[src/rtl/dual_issue_instr_queue_if.sv]
`default_nettype none
// ============================================================================
// Module   : dual_issue_instr_queue_if
// Brief    : Fetch/decode-side bundle of the two-wide instruction queue.
// Revision : 1.0
// ============================================================================
interface dual_issue_instr_queue_if #(
    parameter int INSTR_W = 32,
    parameter int PC_W    = 32,
    parameter int CNT_W   = 4
);
    logic [1:0]         push_cnt;
    logic [INSTR_W-1:0] push_instr0;
    logic [INSTR_W-1:0] push_instr1;
    logic [PC_W-1:0]    push_pc;
    logic [1:0]         space;
    logic [1:0]         pop_cnt;
    logic [1:0]         head_valid;
    logic [INSTR_W-1:0] head_instr0;
    logic [INSTR_W-1:0] head_instr1;
    logic [PC_W-1:0]    head_pc0;
    logic [PC_W-1:0]    head_pc1;
    logic               flush;
    logic [CNT_W-1:0]   count;

    modport master (
        output push_cnt, push_instr0, push_instr1, push_pc, pop_cnt, flush,
        input  space, head_valid, head_instr0, head_instr1, head_pc0, head_pc1, count
    );

    modport slave (
        input  push_cnt, push_instr0, push_instr1, push_pc, pop_cnt, flush,
        output space, head_valid, head_instr0, head_instr1, head_pc0, head_pc1, count
    );
endinterface
`default_nettype wire

[src/rtl/dual_issue_instr_queue.sv]
`default_nettype none
// ============================================================================
// Module   : dual_issue_instr_queue
// Brief    : Two-wide circular instruction queue between fetch and decode.
// Revision : 1.0
// ============================================================================
module dual_issue_instr_queue #(
    parameter int                 DEPTH   = 8,
    parameter int                 INSTR_W = 32,
    parameter int                 PC_W    = 32,
    parameter logic [INSTR_W-1:0] NOP_ENC = 32'h40200000
) (
    input  wire logic               clk,
    input  wire logic               reset,
    dual_issue_instr_queue_if.slave bus
);
    localparam int PTR_W = $clog2(DEPTH);
    localparam int CNT_W = $clog2(DEPTH) + 1;
    localparam logic [CNT_W-1:0] c_depth = CNT_W'(DEPTH);

    logic [INSTR_W-1:0] r_instr [DEPTH];
    logic [PC_W-1:0]    r_pc    [DEPTH];
    logic [PTR_W-1:0]   r_rd_ptr;
    logic [PTR_W-1:0]   r_wr_ptr;
    logic [CNT_W-1:0]   r_count;

    logic [1:0]       w_push_req;
    logic [1:0]       w_push_acc;
    logic [1:0]       w_pop_req;
    logic [1:0]       w_pop_eff;
    logic [CNT_W-1:0] w_free;
    logic [PTR_W-1:0] w_wr_ptr1;
    logic [PTR_W-1:0] w_rd_ptr1;

    assign w_wr_ptr1 = r_wr_ptr + PTR_W'(1);
    assign w_rd_ptr1 = r_rd_ptr + PTR_W'(1);
    assign w_free    = c_depth - r_count;

    always_comb begin
        w_push_req = (bus.push_cnt == 2'd3) ? 2'd0 : bus.push_cnt;
        w_pop_req  = (bus.pop_cnt == 2'd3) ? 2'd2 : bus.pop_cnt;
        // All-or-nothing acceptance against pre-pop free space
        w_push_acc = (CNT_W'(w_push_req) <= w_free) ? w_push_req : 2'd0;
        w_pop_eff  = (CNT_W'(w_pop_req) <= r_count) ? w_pop_req : r_count[1:0];
    end

    always_ff @(posedge clk) begin
        if (reset || bus.flush) begin
            r_rd_ptr <= '0;
            r_wr_ptr <= '0;
            r_count  <= '0;
        end else begin
            r_rd_ptr <= r_rd_ptr + PTR_W'(w_pop_eff);
            r_wr_ptr <= r_wr_ptr + PTR_W'(w_push_acc);
            r_count  <= r_count + CNT_W'(w_push_acc) - CNT_W'(w_pop_eff);
        end
    end

    // Entry storage is not reset; validity is tracked solely by r_count
    always_ff @(posedge clk) begin
        if (!reset && !bus.flush) begin
            if (w_push_acc != 2'd0) begin
                r_instr[r_wr_ptr] <= bus.push_instr0;
                r_pc[r_wr_ptr]    <= bus.push_pc;
            end
            if (w_push_acc == 2'd2) begin
                r_instr[w_wr_ptr1] <= bus.push_instr1;
                r_pc[w_wr_ptr1]    <= bus.push_pc + PC_W'(4);
            end
        end
    end

    always_comb begin
        bus.head_valid[0] = (r_count >= CNT_W'(1));
        bus.head_valid[1] = (r_count >= CNT_W'(2));
        bus.head_instr0   = bus.head_valid[0] ? r_instr[r_rd_ptr]  : NOP_ENC;
        bus.head_pc0      = bus.head_valid[0] ? r_pc[r_rd_ptr]     : '0;
        bus.head_instr1   = bus.head_valid[1] ? r_instr[w_rd_ptr1] : NOP_ENC;
        bus.head_pc1      = bus.head_valid[1] ? r_pc[w_rd_ptr1]    : '0;
        bus.space         = (w_free >= CNT_W'(2)) ? 2'd2 : w_free[1:0];
        bus.count         = r_count;
    end
endmodule
`default_nettype wire
[src/flat_wrapper.sv]
// flat-port wrapper written by rule: the top's interface ports become plain ports
module dual_issue_instr_queue_flat 
#(
    parameter int                 DEPTH   = 8,
    parameter int                 INSTR_W = 32,
    parameter int                 PC_W    = 32,
    parameter logic [INSTR_W-1:0] NOP_ENC = 32'h40200000
)
  (clk, reset, bus_push_cnt, bus_push_instr0, bus_push_instr1, bus_push_pc, bus_pop_cnt, bus_flush, bus_space, bus_head_valid, bus_head_instr0, bus_head_instr1, bus_head_pc0, bus_head_pc1, bus_count);
  dual_issue_instr_queue_if #(.INSTR_W(INSTR_W), .PC_W(PC_W)) bus_i ();
  input  wire logic clk;
  input  wire logic reset;
  input wire logic [$bits(bus_i.push_cnt)-1:0] bus_push_cnt;
  input wire logic [$bits(bus_i.push_instr0)-1:0] bus_push_instr0;
  input wire logic [$bits(bus_i.push_instr1)-1:0] bus_push_instr1;
  input wire logic [$bits(bus_i.push_pc)-1:0] bus_push_pc;
  input wire logic [$bits(bus_i.pop_cnt)-1:0] bus_pop_cnt;
  input wire logic [$bits(bus_i.flush)-1:0] bus_flush;
  output wire logic [$bits(bus_i.space)-1:0] bus_space;
  output wire logic [$bits(bus_i.head_valid)-1:0] bus_head_valid;
  output wire logic [$bits(bus_i.head_instr0)-1:0] bus_head_instr0;
  output wire logic [$bits(bus_i.head_instr1)-1:0] bus_head_instr1;
  output wire logic [$bits(bus_i.head_pc0)-1:0] bus_head_pc0;
  output wire logic [$bits(bus_i.head_pc1)-1:0] bus_head_pc1;
  output wire logic [$bits(bus_i.count)-1:0] bus_count;
  assign bus_i.push_cnt = bus_push_cnt;
  assign bus_i.push_instr0 = bus_push_instr0;
  assign bus_i.push_instr1 = bus_push_instr1;
  assign bus_i.push_pc = bus_push_pc;
  assign bus_i.pop_cnt = bus_pop_cnt;
  assign bus_i.flush = bus_flush;
  assign bus_space = bus_i.space;
  assign bus_head_valid = bus_i.head_valid;
  assign bus_head_instr0 = bus_i.head_instr0;
  assign bus_head_instr1 = bus_i.head_instr1;
  assign bus_head_pc0 = bus_i.head_pc0;
  assign bus_head_pc1 = bus_i.head_pc1;
  assign bus_count = bus_i.count;
  dual_issue_instr_queue #(.DEPTH(DEPTH), .INSTR_W(INSTR_W), .PC_W(PC_W), .NOP_ENC(NOP_ENC)) u_core (.clk(clk), .reset(reset), .bus(bus_i));
endmodule
[config.mk]
export PLATFORM = sky130hd
export DESIGN_NAME = dual_issue_instr_queue_flat
export DESIGN_NICKNAME = d
export VERILOG_FILES = /design/src/rtl/dual_issue_instr_queue_if.sv /design/src/rtl/dual_issue_instr_queue.sv /design/src/flat_wrapper.sv
export SDC_FILE = /design/constraint.sdc
export NUM_CORES = 1
export LEC_CHECK = 0
export BUFFER_PORTS_ARGS = -buffer_cell sky130_fd_sc_hd__buf_2
export CAP_MARGIN = 30
export CORE_ASPECT_RATIO = 0.9
export CORE_MARGIN = 8
export CORE_UTILIZATION = 36
export DETAILED_ROUTE_END_ITERATION = 16
export HOLD_SLACK_MARGIN = 0.06
export SETUP_SLACK_MARGIN = 0.02
export SLEW_MARGIN = 0
export SYNTH_ARGS = -nofsm -noshare
export SYNTH_HDL_FRONTEND = slang
export SYNTH_SLANG_ARGS = --single-unit
[constraint.sdc]
create_clock -name clk -period 14.8 [get_ports clk]
set_input_delay 2.96 -clock clk [delete_from_list [all_inputs] [get_ports clk]]
set_output_delay 2.96 -clock clk [all_outputs]
set_load 0.01 [all_outputs]
==> results of run 1 <==
power by group through the flow:
| stage | clock network [mW] | registers [mW] | logic (mW) |
|---|---|---|---|
| 6_report | 1.41 | 1.70 | 1.77 |
| 5_1_grt | 1.48 | 1.71 | 1.90 |
| 4_1_cts | 1.43 | 1.70 | 1.79 |
| 3_5_place_dp | 0 | 1.73 | 1.78 |
| 3_3_place_gp | 0 | 1.73 | 1.76 |
| 2_1_floorplan | 0 | 1.71 | 1.05 |
worst max-delay path, cell delays in order, from the launching register on:
cell	delay (ns)
dfxtp_4	1.02
ha_4	0.76
buf_4	0.78
mux4_2	0.35
nand2_1	0.06
a21oi_1	0.50
buf_2	0.24
layer usage:
layer / wire length, um / vias to the layer above
met2: 50200 / 1157
met3: 10400 / 233
met1: 43200 / 11400
met5: 152 / -
li1: - / 10100
met4: 3060 / 24
stage by stage:
| step | instances | utilization (%) |
|---|---|---|
| after floorplan | 2835 | - |
| after global placement | 4002 | 38.6 |
| after detailed placement | 4008 | 38.8 |
| after CTS | 4111 | 40.8 |
| after global routing | 4120 | 40.9 |
| final | 4126 | 40.9 |
Yosys cell counts (12+ instances only):
cell | n | area, um^2
nor2_1 | 176 | 661
nand3_1 | 24 | 120
buf_2 | 126 | 631
a21oi_1 | 70 | 350
ha_1 | 19 | 238
inv_1 | 20 | 75.1
clkbuf_1 | 90 | 338
edfxtp_1 | 512 | 15400
buf_1 | 48 | 180
and3_1 | 12 | 75.1
o21ai_0 | 21 | 105
xor2_1 | 93 | 815
mux2i_1 | 65 | 651
xnor2_1 | 125 | 1090
mux4_2 | 256 | 5770
nand2_1 | 1048 | 3930
cell type report:
type	instances	share of cell area (%)
inverters	22	0.231
multi-input cells	2016	42.0
flip-flops and latches	522	43.6
clock buffers	74	4.25
well taps	1155	4.04
diodes	11	0.0769
repair buffers	297	5.03
clock inverters	29	0.794
cells by family after synthesis:
kind of cell	after synthesis	share of synthesized area, %
adders and majority gates	23	1.00
DFF	522	49.2
and+or+nand+nor	1329	16.8
xor gates and xnor gates	219	6.08
AOI/OAI and AO/OA	124	2.44
muxes	321	20.3
buffers and inverters	297	4.16
worst paths after layout:
path,start,end,slack [ns],cells past startpoint
hold / removal,u_core.r_wr_ptr[1],u_core.r_wr_ptr[1],0.71,3
hold reg to reg,u_core.r_wr_ptr[1],u_core.r_wr_ptr[1],0.71,3
setup reg to reg,u_core.bus.count[0],u_core.r_instr[6][30],10.44,12
setup / recovery,u_core.r_rd_ptr[1],bus_head_instr1[3],7.46,6
flip-flops by register name, summed over array words and instances (netlist names):
signal            cells
u_core.r_instr      256
u_core.r_pc         256
u_core.bus.count      4
u_core.r_rd_ptr       3
u_core.r_wr_ptr       3
==> results.json, run 1 <==
{
  "swShare_pct": 36.0,
  "ir_drop_mv": 0.228,
  "setup_viol": 0,
  "grt_pass1_wl_um": 156000,
  "wire_per_inst_um": 25.9,
  "design_area_um2": 35800,
  "required_ns": 11.84,
  "grt_usage_pct": 21.3,
  "core_um2": 87400,
  "place_area_um2": 33900,
  "die_h_um": 297,
  "final_cell_mix": "nand2_1 (1048), edfxtp_1 (512), mux4_2 (256), buf_2 (238), nor2_1 (175)",
  "vias": 23000,
  "htree_num_levels": 2,
  "cts_inserted_buffers": 55,
  "met2_usage_pct": 34.0,
  "worst-setup-path-type": "reg2out",
  "portBuffers": 238,
  "drt_iter0_markers": 2335,
  "ys_types": 51,
  "critPathArrivalTime_ns": 4.38,
  "internal_power_mw": 3.12,
  "p_sw_mw": 1.76,
  "ios": 239,
  "synth-seq-area-share_pct": 49.2,
  "clkTransAtPathRegs_ns": 0.06,
  "final_common_cell": "nand2_1",
  "finalNetCount": 3040,
  "rows": 103,
  "ys_async_sr_fraction_pct": 0,
  "drc_errors": 0,
  "avgSynthCellArea_um2": 11.2,
  "synth_edf_count": 512,
  "slew_headroom_pct": 26.5,
  "routed_wl_um": 107000,
  "layout_setup_ws_ns": 7.46,
  "status": "finished clean",
  "worst_pin_slew_ns": 1.10,
  "p_leak_nw": 12.7,
  "ys.warnings.count": 0,
  "grtUsageMet1_pct": 28.8,
  "powerDensity_nw_per_um2": 137,
  "insertion_delay_ns": 0.61,
  "drtPass1Iterations": 7,
  "grt_max_degree": 62,
  "gp_congestion": 0.777,
  "clock-sinks": 522,
  "initial_core_util_pct": 36.2,
  "finalCritPeriodShare_pct": 49.6,
  "tns_ns": 0,
  "use_met3_pct": 4.80,
  "pwr-share-comb_pct": 36.2,
  "holdWs_ns": 0.712,
  "hold_path.class": "reg2reg",
  "cts_tree": "built",
  "nFillCells": 8249,
  "ctsHoldBuffers": 0,
  "top_usage_layer": "met2",
  "rsz0062_at_grt": "no",
  "areaGrowthSynthToFinish_pct": 13.1,
  "post_cts_buffers": 0,
  "grt_antenna_before_repair": 26,
  "cts_root_buffer": "clkbuf_16",
  "synth_cells": 2835,
  "overflow": 0,
  "maxCapViolCount": 0,
  "final_max_slew_viol_count": 0,
  "regArea_um2": 15600,
  "routed_via_density": 5.56,
  "dp_hpwl_um": 60500,
  "ys.flop_type": "edfxtp_1",
  "path_max_fanout": 54,
  "cts-resized-gates": 0,
  "timing.fmax_ghz": 0.136,
  "clock_power_share_pct": 28.9,
  "synth_area_um2": 31600,
  "cts.path.max_buffers": 3,
  "die-area_um2": 97700,
  "seqPwrFrac_pct": 34.9,
  "finalClockSkew_ns": 0.0202,
  "start_kind": "register",
  "final_layout_size_suffix_gt1_share_pct": 23.3,
  "antenna_left": 0,
  "min_period_ns": 7.34,
  "power_mw": 4.88,
  "syn_nets": 2961,
  "grt_pass1_vias": 23100,
  "multiInputGateArea_um2": 15000,
  "hold_viol_final": 0,
  "die_w_um": 329,
  "pre_cts_slack_ns": 8.03,
  "end_kind": "output pin",
  "ys_ff_latch": 522
}
(Power assumes the default switching activity.)
==> run 2: changes to the inputs <==
Clock period 14.8 ns to 6.2 ns, I/O delays scaled along.
==> run 2 against run 1 <==
Total power rose by 140%. Sequential power rose by 140%. Count of clock-buffer cells in the layout fell by 4. Register-to-register slack got worse by 8.1 ns. Via count rose by 0.11%. Wire length fell by 0.91%. Final cell count rose by 0.29%. Clock power rose by 140%. First-iteration DRC count rose by 0.39%. Critical endpoint is now bus_head_pc1[24].
==> results.json, run 2 (synthesis results as in run 1) <==
{
  "drtPass1Iterations": 7,
  "hold_viol_final": 0,
  "slew_headroom_pct": 30.4,
  "final_common_cell": "nand2_1",
  "reg2reg_slack_ns": 2.29,
  "seqPwrFrac_pct": 34.4,
  "routed_wl_um": 106000,
  "ir_drop_mv": 0.313,
  "initial_core_util_pct": 36.2,
  "ios": 239,
  "cts-resized-gates": 0,
  "htree_num_levels": 2,
  "setup_viol": 0,
  "maxCapViolCount": 0,
  "powerDensity_nw_per_um2": 326,
  "holdPathEnd": "u_core.r_wr_ptr[1]",
  "routed_via_density": 5.55,
  "start_kind": "register",
  "tns_ns": 0,
  "grt_pass1_wl_um": 154000,
  "post_cts_buffers": 0,
  "final_max_slew_viol_count": 0,
  "cp_top_family": "flip-flops",
  "p_sw_mw": 4.28,
  "finalNetCount": 3050,
  "regToRegStartpoint": "u_core.bus.count[0]",
  "p_leak_nw": 12.8,
  "cts_inserted_buffers": 59,
  "areaGrowthSynthToFinish_pct": 13.5,
  "timing.fmax_ghz": 0.202,
  "grt_antenna_before_repair": 23,
  "crit_start": "u_core.r_rd_ptr[0]",
  "gp_congestion": 0.780,
  "min_period_ns": 4.95,
  "drc_errors": 0,
  "layout_setup_ws_ns": 1.25,
  "clkTransAtPathRegs_ns": 0.06,
  "grt_pass1_vias": 22800,
  "cts_tree": "built",
  "overflow": 0,
  "cts.path.max_buffers": 3,
  "grt_usage_pct": 21.1,
  "antenna_left": 0,
  "die_w_um": 329,
  "die-area_um2": 97700,
  "hold_path.class": "reg2reg",
  "dp_hpwl_um": 62200,
  "ctsHoldBuffers": 0,
  "critPathArrivalTime_ns": 3.71,
  "insertion_delay_ns": 0.62,
  "portBuffers": 238,
  "final_cell_mix": "nand2_1 (1048), edfxtp_1 (512), mux4_2 (256), buf_2 (238), nor2_1 (175)",
  "drt_iter0_markers": 2344,
  "path_max_fanout": 44,
  "rows": 103,
  "vias": 23000,
  "pwr-share-comb_pct": 36.6,
  "slowest_stage": "dfxtp_4",
  "internal_power_mw": 7.44,
  "final_layout_size_suffix_gt1_share_pct": 23.5,
  "path_cells": "ha_4, buf_4, mux4_2, nand2_1, a21oi_1, buf_2",
  "finalClockSkew_ns": 0.0189,
  "path_buf_inv": 2,
  "die_h_um": 297,
  "rr_endpoint": "u_core.r_instr[4][8]",
  "pre_cts_slack_ns": 1.79,
  "wire_per_inst_um": 25.6,
  "min_from": "u_core.r_wr_ptr[1]",
  "rsz0062_at_grt": "no",
  "grt_max_degree": 133,
  "hold_depth": 3,
  "critPathMaxStageDelay_ns": 0.85,
  "cts_root_buffer": "clkbuf_16",
  "required_ns": 4.96,
  "nFillCells": 8188,
  "reg2reg_depth": 11,
  "swShare_pct": 36.5,
  "end_kind": "output pin",
  "core_um2": 87400,
  "finalCritPeriodShare_pct": 79.8,
  "status": "finished clean",
  "clock_power_share_pct": 29.0,
  "worst_pin_slew_ns": 1.04,
  "worst-setup-path-type": "reg2out",
  "clock-sinks": 522
}
==> run 2: power groups by stage <==
stage                     Combinational [mW]  Sequential [mW]  Clock [mW]
after floorplan                         2.50             4.08           0
after global placement                  4.30             4.11           0
after detailed placement                4.34             4.10           0
after CTS                               4.36             4.03        3.44
after global routing                    4.62             4.04        3.57
final                                   4.29             4.03        3.40
==> run 2: worst reg2reg max path, cell delays in order (launching register included) <==
cell and delay (ns):
dfxtp_1 0.49, inv_1 0.22, ha_1 0.38, inv_1 0.07, ha_1 0.30, nor2b_1 0.15, o21a_1 0.49, a21boi_4 0.63
buf_4 0.37, buf_4 0.48, nand2_1 0.13, nand2_1 0.07
==> run 2: how the worst max path moves through the flow <==
stage | end | slack [ns] | cells after the start
2_1_floorplan | u_core.r_instr[5][0] | -1.81 | 7
3_3_place_gp | u_core.r_instr[3][10] | 1.63 | 9
3_5_place_dp | u_core.r_instr[4][8] | 1.79 | 10
4_1_cts | bus_head_pc1[24] | 1.16 | 6
5_1_grt | bus_head_pc1[28] | 1.04 | 6
6_report | bus_head_pc1[24] | 1.25 | 6
==> run 2: area by class of cell <==
type	instances	area (um^2)	area share, %
antenna	11	27.5	0.0766
clock buffer	70	1560	4.34
clock inverter	39	289	0.804
inverter	22	82.6	0.230
multi-input combinational	2016	15000	41.8
sequential	522	15600	43.4
tap	1155	1450	4.02
timing repair buffer	303	1900	5.30
==> run 2: stage by stage <==
step / util (%) / power (mW) / instances / hold WS, ns / cell area [um^2]
floorplan: - / 6.58 / 2835 / 0.578 / 31600
global placement: 38.8 / 8.41 / 4010 / 0.683 / 33900
detailed placement: 38.9 / 8.44 / 4017 / 0.690 / 34000
CTS: 41.1 / 11.8 / 4126 / 0.709 / 35900
global route: 41.1 / 12.2 / 4131 / 0.765 / 35900
finish: 41.1 / 11.7 / 4138 / 0.705 / 35900
==> run 2: layer usage <==
metal	GRT usage (%)	wire, um
met1	27.9	42200
met2	33.6	49300
met4	7.04	3410
met3	5.50	10900
met5	0	144
